## src/rtl/seg_scan_mux.sv

```systemverilog
// seg_scan_mux: time-multiplexed N-digit common-anode 7-segment driver with frame-synchronous loads.
// Optional LEADING_ZERO_BLANK_EN blanks zero digits above the most-significant nonzero enabled digit.
module seg_scan_mux #(
    parameter int NUM_DIGITS   = 8,
    parameter int SCAN_DIV     = 100000,
    parameter int GUARD_CYCLES = 16
) (
    input  logic                    CLK,
    input  logic                    RST,
    input  logic [4*NUM_DIGITS-1:0] DATA_IN,
    input  logic [NUM_DIGITS-1:0]   DP_IN,
    input  logic [NUM_DIGITS-1:0]   EN_IN,
    input  logic                    LOAD,
    output logic                    PENDING,
    output logic                    FRAME_TICK,
    output logic [7:0]              SSEG_CA,
    output logic [NUM_DIGITS-1:0]   SSEG_AN
);
    localparam int PW = SCAN_DIV > 1 ? $clog2(SCAN_DIV) : 1;
    localparam int IW = NUM_DIGITS > 1 ? $clog2(NUM_DIGITS) : 1;
    localparam logic [7:0] SEG [16] = '{
        8'hC0, 8'hF9, 8'hA4, 8'hB0, 8'h99, 8'h92, 8'h82, 8'hF8,
        8'h80, 8'h98, 8'h88, 8'h83, 8'hC6, 8'hA1, 8'h86, 8'h8E
    };

    logic [PW-1:0]           presc;
    logic [IW-1:0]           idx;
    logic [4*NUM_DIGITS-1:0] sh_data, act_data;
    logic [NUM_DIGITS-1:0]   sh_dp, sh_en, act_dp, act_en, lzb;
    logic                    slot_end, wrap, guard, blank;
    logic [3:0]              nib;

    assign slot_end = presc == PW'(SCAN_DIV - 1);
    assign wrap     = slot_end && idx == IW'(NUM_DIGITS - 1);
    assign guard    = GUARD_CYCLES > 0 && 32'(presc) < GUARD_CYCLES;
    assign nib      = act_data[4*idx +: 4];
    assign blank    = guard || !act_en[idx] || lzb[idx];

`ifdef LEADING_ZERO_BLANK_EN
    logic seen;
    // Scan from the top digit down; everything before the first nonzero enabled digit is a leading zero.
    always_comb begin
        seen = 1'b0;
        lzb  = '0;
        for (int i = NUM_DIGITS - 1; i >= 0; i--) begin
            seen   = seen | (act_en[i] && act_data[4*i +: 4] != 4'd0);
            lzb[i] = i != 0 && !seen && !act_dp[i];
        end
    end
`else
    assign lzb = '0;
`endif

    always_ff @(posedge CLK) begin
        if (RST) begin
            presc      <= '0;
            idx        <= '0;
            sh_data    <= '0;
            sh_dp      <= '0;
            sh_en      <= '0;
            act_data   <= '0;
            act_dp     <= '0;
            act_en     <= '0;
            PENDING    <= 1'b0;
            FRAME_TICK <= 1'b0;
            SSEG_AN    <= '1;
            SSEG_CA    <= 8'hFF;
        end else begin
            presc      <= slot_end ? '0 : presc + 1'b1;
            idx        <= slot_end ? (wrap ? '0 : idx + 1'b1) : idx;
            FRAME_TICK <= wrap;
            PENDING    <= !wrap && (LOAD || PENDING);
            if (LOAD) begin
                sh_data <= DATA_IN;
                sh_dp   <= DP_IN;
                sh_en   <= EN_IN;
            end
            // A load landing on the boundary bypasses the shadow so it shows in the very next frame.
            if (wrap && LOAD) begin
                act_data <= DATA_IN;
                act_dp   <= DP_IN;
                act_en   <= EN_IN;
            end else if (wrap && PENDING) begin
                act_data <= sh_data;
                act_dp   <= sh_dp;
                act_en   <= sh_en;
            end
            SSEG_AN <= blank ? '1 : ~(NUM_DIGITS'(1) << idx);
            SSEG_CA <= blank ? 8'hFF : {~act_dp[idx], SEG[nib][6:0]};
        end
    end
endmodule

```

## config.mk

```make
export PLATFORM = sky130hd
export DESIGN_NAME = seg_scan_mux
export DESIGN_NICKNAME = d
export VERILOG_FILES = /design/src/rtl/seg_scan_mux.sv
export SDC_FILE = /design/constraint.sdc
export NUM_CORES = 1
export LEC_CHECK = 0
export ABC_AREA = 1
export BUFFER_PORTS_ARGS = -buffer_cell sky130_fd_sc_hd__buf_2
export CORE_ASPECT_RATIO = 0.7
export CORE_MARGIN = 5
export CORE_UTILIZATION = 38
export CTS_CLUSTER_DIAMETER = 150
export DETAILED_ROUTE_END_ITERATION = 7
export GPL_ROUTABILITY_DRIVEN = 0
export PLACE_DENSITY = 0.67
export SYNTH_ARGS = -nofsm -noshare
export SYNTH_HDL_FRONTEND = slang
export SYNTH_SLANG_ARGS = --single-unit
```

## constraint.sdc

```tcl
create_clock -name CLK -period 6.1 [get_ports CLK]
set_clock_uncertainty 0.2 [all_clocks]
set_input_delay 0.61 -clock CLK [delete_from_list [all_inputs] [get_ports CLK]]
set_output_delay 0.61 -clock CLK [all_outputs]
set_load 0.02 [all_outputs]
```

Word level (Yosys, flattened, before mapping)
Memory sizes are Yosys's and may differ from the RTL's. A register that Yosys moved wholly into a read port is not among the register bits.
Index checks and enable logic that the tools add are counted.
- flip-flop bits (word level): 134
- ROM bits: 136
- bits of input ports: 51
- output and inout bits: 18
- word-level logic and storage cells: 54
- memories: 2
- memories (memory ; depth ; bits a word ; rd ports ; clocked after memory_dff ; wr ports ; RTL line ; RTL):
    (no name shown) ; 16 ; 8 ; 1 ; 1 ; 0 ; 89 ; SSEG_CA <= blank ? 8'hFF : {~act_dp[idx], SEG[nib][6:0]};
    (no name shown) ; 8 ; 1 ; 1 ; 1 ; 0 ; 37 ; assign blank = guard || !act_en[idx] || lzb[idx];
- add/sub/neg operators: 2
- magnitude comparators: 3
- eq/ne operators: 2
- shifts and indexed selects: 2
- mux-type cells: 16
- bitwise gates (word level): 3
- reductions and logical operators: 12
- operators by type and width (cell ; count):
    32-bit two-way mux ; 2
    8-bit two-way mux ; 4
    32-bit by 6-bit variable part select with 4-bit output ; 1
    17-bit by 1-bit adder with 17-bit output, second input constant ; 1
    17-bit == test, second input constant ; 1
    17-bit by 5-bit < comparator with 1-bit output, second input constant ; 1
    7-bit two-way mux ; 2
    3-bit two-way mux ; 3
    8-bit inverter ; 1
    1-bit by 3-bit left shift with 8-bit output, first input constant ; 1
    1-bit binary-select mux with 3-bit select ; 2
    5-bit >= comparator, second input constant ; 1
    4-bit inverter with 5-bit output ; 1
    1-bit logical AND ; 4
    3-bit by 4-bit < comparator with 1-bit output, second input constant ; 1
    2-bit OR reduction ; 2
    3-bit by 1-bit adder with 3-bit output, second input constant ; 1
    3-bit == test, second input constant ; 1
    1-bit logical OR ; 3
    1-bit two-way mux ; 3
    1-bit logical NOT ; 2
    2-bit nonzero test ; 1
    1-bit inverter ; 1

Depth between registers and ports, before layout
- depth in word-level cells: 6
- depth in mapped cells: 13
- mapped depth without buffers: 11

Worst setup path before layout
Ideal clock, no wire load.
- kind: register -> register
- start: register idx[0]
- end: register SSEG_CA[5]
- data arrival time: 1.720 ns
- setup slack: 4.052 ns
- cell stages (with the launch flop): 13
- buffers on the path: 2
- period minus slack after synthesis: 2.048 ns
- path through: dfxtp_1 buf_4 buf_2 nand2_1 o211ai_1 nand2_1 o21ai_1 inv_1 ha_1 nand2_1 nand2_1 nand2_1 nand3_1
- cells in the longest elaborated chain, start to end: 6
- RTL lines (item ; RTL line ; RTL):
    start: declaration ; 27 ; logic [IW-1:0] idx;
    start signal: assignment ; 70 ; idx <= slot_end ? (wrap ? '0 : idx + 1'b1) : idx;
    1-bit binary-select mux with 3-bit select ; 37 ;
    1-bit two-way mux (not written as such) ; 37 ;
    1-bit logical NOT ; 37 ;
    1-bit logical OR (2 in series) ; 37 ;
    2-bit OR reduction (no source line) ; -- ;
    end: declaration ; 16 ; output logic [7:0] SSEG_CA,
Several ways; a longest one is shown, not always the timed one. The select of a mux whose other input is x is not followed.
A chain may end at the register's enable or synchronous reset.

Worst setup path after layout
- start: register idx[1]
- end: register SSEG_CA[0]
The elaborated chain is that of the path after synthesis.

==> impl_metrics.toml <==
[timing]
max_clock_freq_ghz = 0.333
worst_slew_pin_slew_ns = 1.04
tns_ns = 0
maxSlewViolCount = 0
finalWorstSetupSlack_ns = 3.10
setup_violations = 0
grt_setup_unrepaired = "false"
period_needed_ns = 3.00
hold_slack_ns = 0.248
final.period_utilization = 0.492
slew_headroom = 0.304
finalHoldViolCount = 0

[routing]
antenna_left = 0
vias_per_cell = 4.65
wl_per_cell_um = 12.3
routed_wl_um = 13200
num_vias = 4991
drtIter0Drc = 391
first_pass_iters = 5
post-route-drc-count = 0

[setup_path]
crit_type = "register to register"
critPathCaptureType = "register"
crit_chain = "inv_1, nand3_1, o21ai_0, o21ai_1, inv_1, ha_1, inv_1, o21ai_0, nand2_1, nand3_1"
worstPathArrival_ns = 3.08
rrSetupSlack_ns = 3.10
critPathMaxStageDelay_ns = 0.70
slowest_stage = "dfxtp_1"
cp_max_fo = 15
crit_family = "buffers and inverters"
critPathMostFrequentCell = "inv_1"
required_ns = 6.18
critPathBufInv = 3
cp-start-kind = "register"

[pwr]
p_leak_uw = 0.00321
sw_frac_of_total = 0.234
pwr-share-seq = 0.459
comb_power_share = 0.048
pwr-share-clk = 0.493
p_int_uw = 1510
ir_drop_v = 0.000187
power_switching_uw = 460
p_total_uw = 1970
pwr_density_cell_mw_per_mm2 = 284

[global_route]
grt.overflow.total = 0
antenna_found_initial = 0
first_global_vias = 4618
grt_pass1_wl_um = 22100
grt_start_max_net_pins = 65
grt_use_total = 0.148

[place]
dp_slack_ns = 2.94
portBuffers = 68
hpwl_um = 8840
dpl_cell_area_sq_mm = 0.00636

[outcome]
status = "finished clean"

[synth]
ys_ff_latch = 134
yosysUniqueCellTypes = 33
synthCells = 807
syn_area_sq_mm = 0.00595
synth.net_count = 870
ys_warn_count = 0
synth_seq_area_share = 0.451
async_flop_share = 0
syn_avg_cell_area_sq_um = 7.38
synthFlopType = "dfxtp_1"
synth_edf_count = 0

[clock_network]
clock_path_buffers = 2
h-tree-depth = 4
hold_buffers = 0
path_clk_slew_ns = 0.06
clkSinkCount = 134
clkLatencyLatePin_ns = 0.42
cts_tree = "yes"
cts_setup_buffers = 0
cts_made_buffers = 17
postCtsResizedCells = 0
cts-root-buf = "clkbuf_16"

[die]
die_area_sq_mm = 0.0183
fp.dieH_um = 115
die_w_um = 160
start_util = 0.385
rows = 38
ios = 69
core_sq_mm = 0.0155

[cells_and_area]
area_growth_pct = 16.4
design_area_sq_mm = 0.00693
fin_nets = 924
drive_above_1_share = 0.173
insertedDiodeCount = 0

[hold_path]
hold_class = "register to register"

[flow_run]
maxCapViolations = 0
==> power groups by stage <==
stage | Clock [uW] | Combinational, uW | Sequential, uW
floorplan | 0 | 63.9 | 921
global placement | 0 | 94.6 | 922
detailed placement | 0 | 95.4 | 922
CTS | 987 | 95.9 | 903
global route | 1040 | 108 | 904
finish | 970 | 94.6 | 903
==> kinds of logic after synthesis <==
| logic type | after synthesis | share of synthesized area |
|---|---|---|
| buffers and inverters | 125 | 0.0914 |
| and+or+nand+nor | 390 | 0.269 |
| adders and majority gates | 12 | 0.0252 |
| AOI/OAI and AO/OA | 116 | 0.114 |
| xor gates and xnor gates | 4 | 0.00588 |
| DFF | 134 | 0.451 |
| muxes | 26 | 0.0437 |
==> placed cells by master, fill, tap and decap left out, drive strengths merged, types with 14 or more instances in the layout <==
| cell type | instances |
|---|---|
| dfxtp | 134 |
| mux2i | 26 |
| nand2 | 241 |
| a21oi | 77 |
| nor2 | 86 |
| clkbuf | 18 |
| inv | 89 |
| nand3 | 33 |
| buf | 72 |
| o21ai | 29 |
| or2 | 14 |
==> final cells by class <==
class                           count  area [sq um]
Timing Repair Buffer               72           370
Inverter                           88           333
Clock buffer                       18           439
Multi-Input combinational cell    548          2730
Fill cell                        1542          8520
Tap cell                          200           250
Sequential cell                   134          2680
Clock inverter                     14           128
==> synthesized netlist by cell type (3+ instances only) <==
cell type  number  area share
o21ai_0        27       0.023
ha_1           12       0.025
nor3_1          8      0.0067
a21oi_1        57       0.048
a21oi_2        20       0.029
buf_2          16       0.013
inv_2           5      0.0032
or2_2          14       0.015
nor2_2          3      0.0032
nand2_1       240        0.15
nand3_1        32       0.027
clkbuf_1       10      0.0063
nor2_1         83       0.052
dfxtp_1       134        0.45
buf_6           4      0.0076
mux2i_1        26       0.044
buf_4           6      0.0076
inv_1          81       0.051
nand4_1         3      0.0032
o211ai_1        9       0.011
xor2_1          3      0.0044
==> flip-flops by register name, summed over array words and instances (netlist names) <==
name        cells
act_data       32
sh_data        32
presc          17
SSEG_AN         8
SSEG_CA         8
act_dp          8
act_en          8
sh_dp           8
sh_en           8
idx             3
FRAME_TICK      1
PENDING         1
==> layer usage <==
| layer | wire [um] | part of all wire | track usage | up-vias |
|---|---|---|---|---|
| li1 | - | - | - | 2651 |
| met1 | 6900 | 0.52 | 0.210 | 2216 |
| met2 | 5500 | 0.42 | 0.222 | 110 |
| met3 | 685 | 0.052 | 0.0358 | 14 |
| met4 | 154 | 0.012 | 0.0497 | 0 |
| met5 | 0 | 0 | 0 | - |
==> worst register-to-register path: cells and delay by family (launching register included) <==
family / cells / cell delay [ns]
and+or+nand+nor: 3 / 0.33
DFF: 1 / 0.70
adders and majority gates: 1 / 0.25
AOI/OAI and AO/OA: 3 / 0.67
buffers and inverters: 3 / 0.71
==> final timing paths <==
path / start / end / cells after the start
min reg2reg: sh_en[7]$_SDFFE_PP0P_ / sh_en[7]$_SDFFE_PP0P_ / 2
max reg2reg: idx[1]$_SDFFE_PP0P_ / SSEG_CA[0]$_SDFF_PP1_ / 10
min: sh_en[7]$_SDFFE_PP0P_ / sh_en[7]$_SDFFE_PP0P_ / 2
max: idx[1]$_SDFFE_PP0P_ / SSEG_CA[0]$_SDFF_PP1_ / 10
==> stage by stage <==
step | instances | utilization
after floorplan | 807 | -
after global placement | 1042 | 0.412
after detailed placement | 1042 | 0.412
after CTS | 1074 | 0.449
after global routing | 1074 | 0.449
final | 1074 | 0.449
No activity file was read; power rests on OpenSTA's default activity.
